### config.mk
export PLATFORM = sky130hd
export DESIGN_NAME = brc_issue_queue_flat
export DESIGN_NICKNAME = d
export VERILOG_FILES = /design/src/rtl/brc_issue_queue_pkg.sv /design/src/rtl/brc_issue_queue_if.sv /design/src/rtl/brc_issue_queue_brc.sv /design/src/rtl/brc_issue_queue.sv /design/src/flat_wrapper.sv
export SDC_FILE = /design/constraint.sdc
export NUM_CORES = 2
export LEC_CHECK = 0
export CORE_ASPECT_RATIO = 1.2
export CORE_MARGIN = 1.5
export CORE_UTILIZATION = 52
export CTS_CLUSTER_DIAMETER = 150
export DETAILED_ROUTE_END_ITERATION = 8
export PLACE_DENSITY = 0.72
export SLEW_MARGIN = 20
export SYNTH_ARGS = -nofsm -noshare
export SYNTH_HDL_FRONTEND = slang
export SYNTH_SLANG_ARGS = --single-unit
export TNS_END_PERCENT = 10
### constraint.sdc
create_clock -name clk -period 6.5 [get_ports clk]
set_input_delay 1.3 -clock clk [delete_from_list [all_inputs] [get_ports clk]]
set_output_delay 1.3 -clock clk [all_outputs]
set_load 0.005 [all_outputs]
### src/rtl/brc_issue_queue_pkg.sv
// Shared execute/resolve types for the branch issue queue: operand width,
// comparator functions and the packed queue entry.
package brc_issue_queue_pkg;

  localparam int XLEN     = 32;
  localparam int IQ_TAG_W = 5;

  typedef logic [XLEN-1:0] xlen_t;
  typedef logic            bool;

  localparam bool TRUE  = 1'b1;
  localparam bool FALSE = 1'b0;

  typedef enum logic [2:0] {
    BRC_BEQ  = 3'd0,
    BRC_BNE  = 3'd1,
    BRC_BLT  = 3'd2,
    BRC_BGE  = 3'd3,
    BRC_BLTU = 3'd4,
    BRC_BGEU = 3'd5,
    BRC_JUMP = 3'd6
  } brc_fun_t;

  typedef struct packed {
    brc_fun_t                     fun;
    xlen_t [1:0]                  ops;
    logic  [1:0]                  rdy;
    logic  [1:0][IQ_TAG_W-1:0]    src_tag;
    logic  [IQ_TAG_W-1:0]         rob_tag;
    xlen_t                        pc;
    xlen_t                        target;
    logic                         pred_taken;
  } brc_iq_entry_t;

endpackage

### src/rtl/brc_issue_queue_if.sv
// Dispatch, result-broadcast and resolution signals of the branch issue queue.
// The queue itself uses the slave modport.
interface brc_issue_queue_if
  import brc_issue_queue_pkg::*;
#(
  parameter int TAG_W = IQ_TAG_W
);
  logic                   flush;
  logic                   enq_valid;
  logic                   enq_ready;
  brc_fun_t               enq_fun;
  xlen_t [1:0]            enq_ops;
  logic  [1:0]            enq_rdy;
  logic  [1:0][TAG_W-1:0] enq_src_tag;
  logic  [TAG_W-1:0]      enq_rob_tag;
  xlen_t                  enq_pc;
  xlen_t                  enq_target;
  logic                   enq_pred_taken;
  logic                   cdb_valid;
  logic  [TAG_W-1:0]      cdb_tag;
  xlen_t                  cdb_data;
  logic                   res_valid;
  logic                   res_ready;
  logic  [TAG_W-1:0]      res_rob_tag;
  logic                   res_taken;
  logic                   res_mispredict;
  xlen_t                  res_redirect;

  modport master (
    output flush, enq_valid, enq_fun, enq_ops, enq_rdy, enq_src_tag, enq_rob_tag,
           enq_pc, enq_target, enq_pred_taken, cdb_valid, cdb_tag, cdb_data, res_ready,
    input  enq_ready, res_valid, res_rob_tag, res_taken, res_mispredict, res_redirect
  );

  modport slave (
    input  flush, enq_valid, enq_fun, enq_ops, enq_rdy, enq_src_tag, enq_rob_tag,
           enq_pc, enq_target, enq_pred_taken, cdb_valid, cdb_tag, cdb_data, res_ready,
    output enq_ready, res_valid, res_rob_tag, res_taken, res_mispredict, res_redirect
  );

endinterface

### src/rtl/brc_issue_queue_brc.sv
// Branch comparator: purely combinational verdict for one micro-op.
module brc
  import brc_issue_queue_pkg::*;
(
  input  logic     valid,
  input  brc_fun_t fun,
  input  xlen_t    op_a,
  input  xlen_t    op_b,
  output logic     taken
);

  always_comb begin
    taken = 1'b0;
    if (valid) begin
      case (fun)
        BRC_BEQ:  taken = (op_a == op_b);
        BRC_BNE:  taken = (op_a != op_b);
        BRC_BLT:  taken = ($signed(op_a) <  $signed(op_b));
        BRC_BGE:  taken = ($signed(op_a) >= $signed(op_b));
        BRC_BLTU: taken = (op_a <  op_b);
        BRC_BGEU: taken = (op_a >= op_b);
        BRC_JUMP: taken = 1'b1;
        default:  taken = 1'b0;
      endcase
    end
  end

endmodule

### src/rtl/brc_issue_queue.sv
// Collapsing branch issue queue: captures operands from the CDB, issues the
// oldest ready entry through the comparator and registers the resolution.
module brc_issue_queue
  import brc_issue_queue_pkg::*;
#(
  parameter int DEPTH = 4,
  parameter int TAG_W = IQ_TAG_W
)(
  input  logic              clk,
  input  logic              rst_n,
  brc_issue_queue_if.slave  io
);

  localparam int CNT_W = $clog2(DEPTH + 1);
  typedef logic [CNT_W-1:0] cnt_t;

  brc_iq_entry_t    entries_q [DEPTH];
  brc_iq_entry_t    entries_d [DEPTH];
  brc_iq_entry_t    woken     [DEPTH];
  brc_iq_entry_t    incoming;
  brc_iq_entry_t    sel_entry;
  cnt_t             count_q, count_d;
  cnt_t             sel_idx, enq_slot;
  bool              sel_found, issue, enq_fire, enq_ready;
  logic             brc_taken;
  logic             res_valid_q, res_valid_d;
  logic             res_taken_q, res_taken_d;
  logic             res_mispredict_q, res_mispredict_d;
  logic [TAG_W-1:0] res_rob_tag_q, res_rob_tag_d;
  xlen_t            res_redirect_q, res_redirect_d;

  function automatic brc_iq_entry_t wake(input brc_iq_entry_t e, input logic cv,
                                         input logic [TAG_W-1:0] ct, input xlen_t cd);
    brc_iq_entry_t w;
    w = e;
    for (int k = 0; k < 2; k++) begin
      if (!e.rdy[k] && cv && (e.src_tag[k] == ct)) begin
        w.ops[k] = cd;
        w.rdy[k] = 1'b1;
      end
    end
    return w;
  endfunction

  // Scan downward so the lowest (oldest) ready index wins.
  function automatic cnt_t oldest_ready(input brc_iq_entry_t q [DEPTH], input cnt_t cnt,
                                        output bool found);
    cnt_t idx;
    idx   = '0;
    found = FALSE;
    for (int i = DEPTH - 1; i >= 0; i--) begin
      if ((cnt_t'(i) < cnt) && (q[i].rdy == 2'b11)) begin
        idx   = cnt_t'(i);
        found = TRUE;
      end
    end
    return idx;
  endfunction

  always_comb begin
    sel_found = FALSE;
    sel_idx   = oldest_ready(entries_q, count_q, sel_found);
    sel_entry = entries_q[0];
    for (int i = 0; i < DEPTH; i++) begin
      if (cnt_t'(i) == sel_idx) sel_entry = entries_q[i];
    end
    issue     = sel_found && (!res_valid_q || io.res_ready);
    enq_ready = (count_q < cnt_t'(DEPTH));
    enq_fire  = io.enq_valid && enq_ready;
    enq_slot  = count_q - cnt_t'(issue);
  end

  brc u_brc (
    .valid (sel_found),
    .fun   (sel_entry.fun),
    .op_a  (sel_entry.ops[0]),
    .op_b  (sel_entry.ops[1]),
    .taken (brc_taken)
  );

  always_comb begin
    incoming            = '0;
    incoming.fun        = io.enq_fun;
    incoming.ops        = io.enq_ops;
    incoming.rdy        = io.enq_rdy;
    incoming.src_tag    = io.enq_src_tag;
    incoming.rob_tag    = io.enq_rob_tag;
    incoming.pc         = io.enq_pc;
    incoming.target     = io.enq_target;
    incoming.pred_taken = io.enq_pred_taken;
    incoming            = wake(incoming, io.cdb_valid, io.cdb_tag, io.cdb_data);

    for (int i = 0; i < DEPTH; i++) begin
      woken[i] = wake(entries_q[i], io.cdb_valid, io.cdb_tag, io.cdb_data);
    end

    // Entries above the issued slot collapse down, carrying this cycle's wakeups.
    for (int i = 0; i < DEPTH; i++) begin
      entries_d[i] = woken[i];
      if (issue && (cnt_t'(i) >= sel_idx)) entries_d[i] = woken[(i < DEPTH - 1) ? i + 1 : i];
      if (enq_fire && (cnt_t'(i) == enq_slot)) entries_d[i] = incoming;
    end
    count_d = count_q + cnt_t'(enq_fire) - cnt_t'(issue);

    res_valid_d      = res_valid_q;
    res_rob_tag_d    = res_rob_tag_q;
    res_taken_d      = res_taken_q;
    res_mispredict_d = res_mispredict_q;
    res_redirect_d   = res_redirect_q;
    if (issue) begin
      res_valid_d      = 1'b1;
      res_rob_tag_d    = sel_entry.rob_tag;
      res_taken_d      = brc_taken;
      res_mispredict_d = (brc_taken != sel_entry.pred_taken);
      res_redirect_d   = brc_taken ? sel_entry.target : sel_entry.pc + xlen_t'(4);
    end else if (io.res_ready) begin
      res_valid_d = 1'b0;
    end

    if (io.flush) begin
      count_d     = '0;
      res_valid_d = 1'b0;
    end
  end

  always_ff @(posedge clk or negedge rst_n) begin
    if (!rst_n) begin
      for (int i = 0; i < DEPTH; i++) entries_q[i] <= '0;
      count_q          <= '0;
      res_valid_q      <= 1'b0;
      res_rob_tag_q    <= '0;
      res_taken_q      <= 1'b0;
      res_mispredict_q <= 1'b0;
      res_redirect_q   <= '0;
    end else begin
      for (int i = 0; i < DEPTH; i++) entries_q[i] <= entries_d[i];
      count_q          <= count_d;
      res_valid_q      <= res_valid_d;
      res_rob_tag_q    <= res_rob_tag_d;
      res_taken_q      <= res_taken_d;
      res_mispredict_q <= res_mispredict_d;
      res_redirect_q   <= res_redirect_d;
    end
  end

  assign io.enq_ready      = enq_ready;
  assign io.res_valid      = res_valid_q;
  assign io.res_rob_tag    = res_rob_tag_q;
  assign io.res_taken      = res_taken_q;
  assign io.res_mispredict = res_mispredict_q;
  assign io.res_redirect   = res_redirect_q;

endmodule

### src/flat_wrapper.sv
// flat-port wrapper written by rule: the top's interface ports become plain ports
module brc_issue_queue_flat import brc_issue_queue_pkg::*;
#(
  parameter int DEPTH = 4,
  parameter int TAG_W = IQ_TAG_W
)
  (clk, rst_n, io_flush, io_enq_valid, io_enq_fun, io_enq_ops, io_enq_rdy, io_enq_src_tag, io_enq_rob_tag, io_enq_pc, io_enq_target, io_enq_pred_taken, io_cdb_valid, io_cdb_tag, io_cdb_data, io_res_ready, io_enq_ready, io_res_valid, io_res_rob_tag, io_res_taken, io_res_mispredict, io_res_redirect);
  brc_issue_queue_if #(.TAG_W(TAG_W)) io_i ();
  input  logic clk;
  input  logic rst_n;
  input wire logic [$bits(io_i.flush)-1:0] io_flush;
  input wire logic [$bits(io_i.enq_valid)-1:0] io_enq_valid;
  input wire logic [$bits(io_i.enq_fun)-1:0] io_enq_fun;
  input wire logic [$bits(io_i.enq_ops)-1:0] io_enq_ops;
  input wire logic [$bits(io_i.enq_rdy)-1:0] io_enq_rdy;
  input wire logic [$bits(io_i.enq_src_tag)-1:0] io_enq_src_tag;
  input wire logic [$bits(io_i.enq_rob_tag)-1:0] io_enq_rob_tag;
  input wire logic [$bits(io_i.enq_pc)-1:0] io_enq_pc;
  input wire logic [$bits(io_i.enq_target)-1:0] io_enq_target;
  input wire logic [$bits(io_i.enq_pred_taken)-1:0] io_enq_pred_taken;
  input wire logic [$bits(io_i.cdb_valid)-1:0] io_cdb_valid;
  input wire logic [$bits(io_i.cdb_tag)-1:0] io_cdb_tag;
  input wire logic [$bits(io_i.cdb_data)-1:0] io_cdb_data;
  input wire logic [$bits(io_i.res_ready)-1:0] io_res_ready;
  output wire logic [$bits(io_i.enq_ready)-1:0] io_enq_ready;
  output wire logic [$bits(io_i.res_valid)-1:0] io_res_valid;
  output wire logic [$bits(io_i.res_rob_tag)-1:0] io_res_rob_tag;
  output wire logic [$bits(io_i.res_taken)-1:0] io_res_taken;
  output wire logic [$bits(io_i.res_mispredict)-1:0] io_res_mispredict;
  output wire logic [$bits(io_i.res_redirect)-1:0] io_res_redirect;
  assign io_i.flush = io_flush;
  assign io_i.enq_valid = io_enq_valid;
  assign io_i.enq_fun = io_enq_fun;
  assign io_i.enq_ops = io_enq_ops;
  assign io_i.enq_rdy = io_enq_rdy;
  assign io_i.enq_src_tag = io_enq_src_tag;
  assign io_i.enq_rob_tag = io_enq_rob_tag;
  assign io_i.enq_pc = io_enq_pc;
  assign io_i.enq_target = io_enq_target;
  assign io_i.enq_pred_taken = io_enq_pred_taken;
  assign io_i.cdb_valid = io_cdb_valid;
  assign io_i.cdb_tag = io_cdb_tag;
  assign io_i.cdb_data = io_cdb_data;
  assign io_i.res_ready = io_res_ready;
  assign io_enq_ready = io_i.enq_ready;
  assign io_res_valid = io_i.res_valid;
  assign io_res_rob_tag = io_i.res_rob_tag;
  assign io_res_taken = io_i.res_taken;
  assign io_res_mispredict = io_i.res_mispredict;
  assign io_res_redirect = io_i.res_redirect;
  brc_issue_queue #(.DEPTH(DEPTH), .TAG_W(TAG_W)) u_core (.clk(clk), .rst_n(rst_n), .io(io_i));
endmodule
==> results.yml <==
clock_tree:
  cts_buffers: 70
  post-cts-setup-buffers: 0
  worstSkewPairLatency_ns: 0.63
  cts-htree-levels: 3
  cts_resized: 0
  cts_sinks: 639
  hold_buffers: 0
  cts_buffer_depth: 3
  cts_root_buffer: "clkbuf_16"
  cts_tree: "built"
  cts.clk_slew.worst_paths_ns: 0.06
grt:
  grt_pass1_vias: 32400
  grt.overflow.total: 0
  grt_max_degree: 171
  antenna_found_initial: 4
  track_usage: 0.356
  grt_pass1_wl_mm: 195
synth:
  synth_area_um2: 35600
  synth_ff_type: "dfrtp_1"
  ys_types: 78
  ys_top_cells_by_count: "nand2_1, dfrtp_1, nor2_1"
  synth.net_count: 4387
  yosysMostFrequentCell: "nand2_1"
  synth_top_area_cell: "dfrtp_1"
  avgSynthCellArea_um2: 8.57
  synthArstFlopShare: 1.00
  ys_top_cells_by_area: "dfrtp_1, nand2_1, mux2i_1"
  ys_seq_area_frac: 0.449
  synth_top_area_share: 0.449
  synth_edf_count: 0
  synthCells: 4155
  synth-seq-cells: 639
  ys_warn_count: 0
die:
  initial_utilization: 0.528
  num_io_pins: 233
  dieArea_um2: 70100
  row_count: 104
  chipWidth_um: 242
  die_y_um: 290
  core_area_um2: 67400
final_layout:
  area_growth_pct: 14.5
  multi_input_area_um2: 18200
  drive_above_1_share: 0.0858
  nets: 4395
  fillers: 6017
  regArea_um2: 16000
pwr:
  switching_share: 0.479
  max-vdd-ir-drop_mv: 0.800
  p_leak_nw: 17.3
  power.density_nw_per_um2: 695
  p_int_mw: 14.8
  p_seq_frac: 0.274
  p_switching_mw: 13.6
  p_comb_frac: 0.582
  power.share.clock: 0.144
  power.total_mw: 28.4
route:
  firstDrtPassIters: 6
  drt-vias-per-instance: 6.58
  drtIter0Drc: 4338
  drc: 0
  wl_per_cell_um: 24.8
  vias: 33700
  wl_mm: 127
  postRouteAntennaNets: 0
timing:
  period_minus_slack_ns: 5.83
  fmax_mhz: 171
  tightest_slew_ns: 1.20
  maxSlewViolCount: 0
  rsz0062_at_grt: "false"
  fin_crit_sh: 0.897
  slew_headroom: 0.199
  hold_viol: 0
  fin_ws_ns: 0.668
  clock-skew-final_ns: 0.0141
  setup_tns_ns: 0
  setup_viol: 0
critical_path:
  crit_slowest_cell: "nor2_4"
  cp_max_fo: 22
  path_cells: "inv_1 > ha_1 > nand3b_1 > nor2_4 > nor2_4 > buf_4 > a21oi_1 > ha_1 > a21oi_1 > o21ai_0 > a211oi_1 > o21bai_1 > a211o_1 > o21a_1 > o31ai_1 > or2_1 > buf_4 > nor3_1 > a211o_1"
  r2r-start: "u_core.count_q[2]"
  worstPathArrival_ns: 6.35
  rr_worst_depth: 19
  regToRegEndpoint: "u_core.io.res_redirect[6]"
  start_kind: "flop"
  critical_path_class: "reg -> reg"
  slowest_delay_ns: 0.72
  reg2reg_slack_ns: 0.67
  crit_required_ns: 7.02
  endpoint_kind: "flop"
place:
  io_buffers: 232
  preCtsSetupSlack_ns: 0.795
  gp_congestion: 0.923
  dp_hpwl_mm: 77.0
worst_hold_path:
  hp-start: "u_core.entries_q[556]"
  min_path_type: "reg -> reg"
  hold_path_depth: 2
  holdPathEnd: "u_core.entries_q[556]"
run_status:
  status: "finished clean"
run:
  cap_violations: 0
==> registers in the layout, summed over array words and instances (netlist names) <==
| name | flops |
|---|---|
| u_core.entries_q | 596 |
| u_core.io.res_redirect | 32 |
| u_core.io.res_rob_tag | 5 |
| u_core.count_q | 3 |
| u_core.io.res_mispredict | 1 |
| u_core.io.res_taken | 1 |
| u_core.io.res_valid | 1 |
==> how the worst max path moves through the flow <==
| stage | startpoint | to | slack, ns |
|---|---|---|---|
| after floorplan | u_core.count_q[1] | u_core.io.res_redirect[24] | 0.99 |
| after global placement | u_core.count_q[2] | u_core.io.res_redirect[6] | 0.86 |
| after detailed placement | u_core.count_q[2] | u_core.io.res_redirect[6] | 0.80 |
| after CTS | u_core.count_q[2] | u_core.io.res_redirect[31] | 0.79 |
| after global routing | u_core.count_q[2] | u_core.io.res_redirect[31] | 0.27 |
| final | u_core.count_q[2] | u_core.io.res_redirect[6] | 0.67 |
==> worst max-delay path: cells and delay by family (launching register included) <==
family / cells / cell delay, ns
AOI/OAI and AO/OA: 9 / 2.27
and+or+nand+nor: 5 / 1.80
buffers and inverters: 3 / 0.62
DFF: 1 / 0.41
adders and majority gates: 2 / 0.58
==> final cells by class <==
type,count,area share
clock buffer,108,0.0525
timing repair buffer,312,0.0755
multi-input combinational,3114,0.446
tap,901,0.0276
inverter,26,0.00239
antenna,2,0.000123
sequential,639,0.392
clock inverter,20,0.00426
==> layout by cell type (no fill, tap or decap), types with 74 or more instances in the layout <==
cell type and instances:
a31oi_1 95, clkdlybuf4s50_1 231, o22ai_1 270, mux2i_1 253, nand2_1 983, o221a_2 128, nor2_1 415, clkbuf_16 74
o21ai_0 262, dfrtp_1 639, a21oi_1 153
==> power by group through the flow <==
stage | logic (mW) | clock network [mW] | registers, mW
6_report | 16.5 | 4.07 | 7.77
2_1_floorplan | 11.5 | 0 | 7.19
5_1_grt | 17.8 | 4.25 | 7.95
3_3_place_gp | 15.7 | 0 | 7.72
4_1_cts | 16.1 | 4.10 | 7.70
3_5_place_dp | 16.1 | 0 | 7.73
==> routing by layer <==
metal  track usage  up-vias  part of all wire
met5             0        -           0.00031
met4         0.196        6             0.053
met3        0.0572      424             0.094
met2         0.576     2018              0.46
met1         0.461    16400              0.39
li1              -    14900                 -
==> through the flow <==
step | util | hold WS, ns | instance area (um^2) | instances
floorplan | - | 0.448 | 35600 | 4155
global placement | 0.571 | 0.461 | 38500 | 4992
detailed placement | 0.571 | 0.465 | 38500 | 4992
CTS | 0.605 | 0.478 | 40800 | 5120
global route | 0.605 | 0.491 | 40800 | 5121
finish | 0.605 | 0.477 | 40800 | 5122
==> logic make-up (layout without fill, tap and decap cells) <==
group                    after synthesis  in the layout  synth area share
flip-flops                           639            639             0.449
other                                  0              2                 0
AND/OR/NAND/NOR                     1591           1591             0.181
multiplexers                         254            254            0.0714
XOR/XNOR                              77             77            0.0189
adder cells (fa/ha/maj)               40             40            0.0143
AO/OA/AOI/OAI                       1152           1152             0.220
buffers and inverters                402            466            0.0460
No activity file was read; power rests on OpenSTA's default activity.
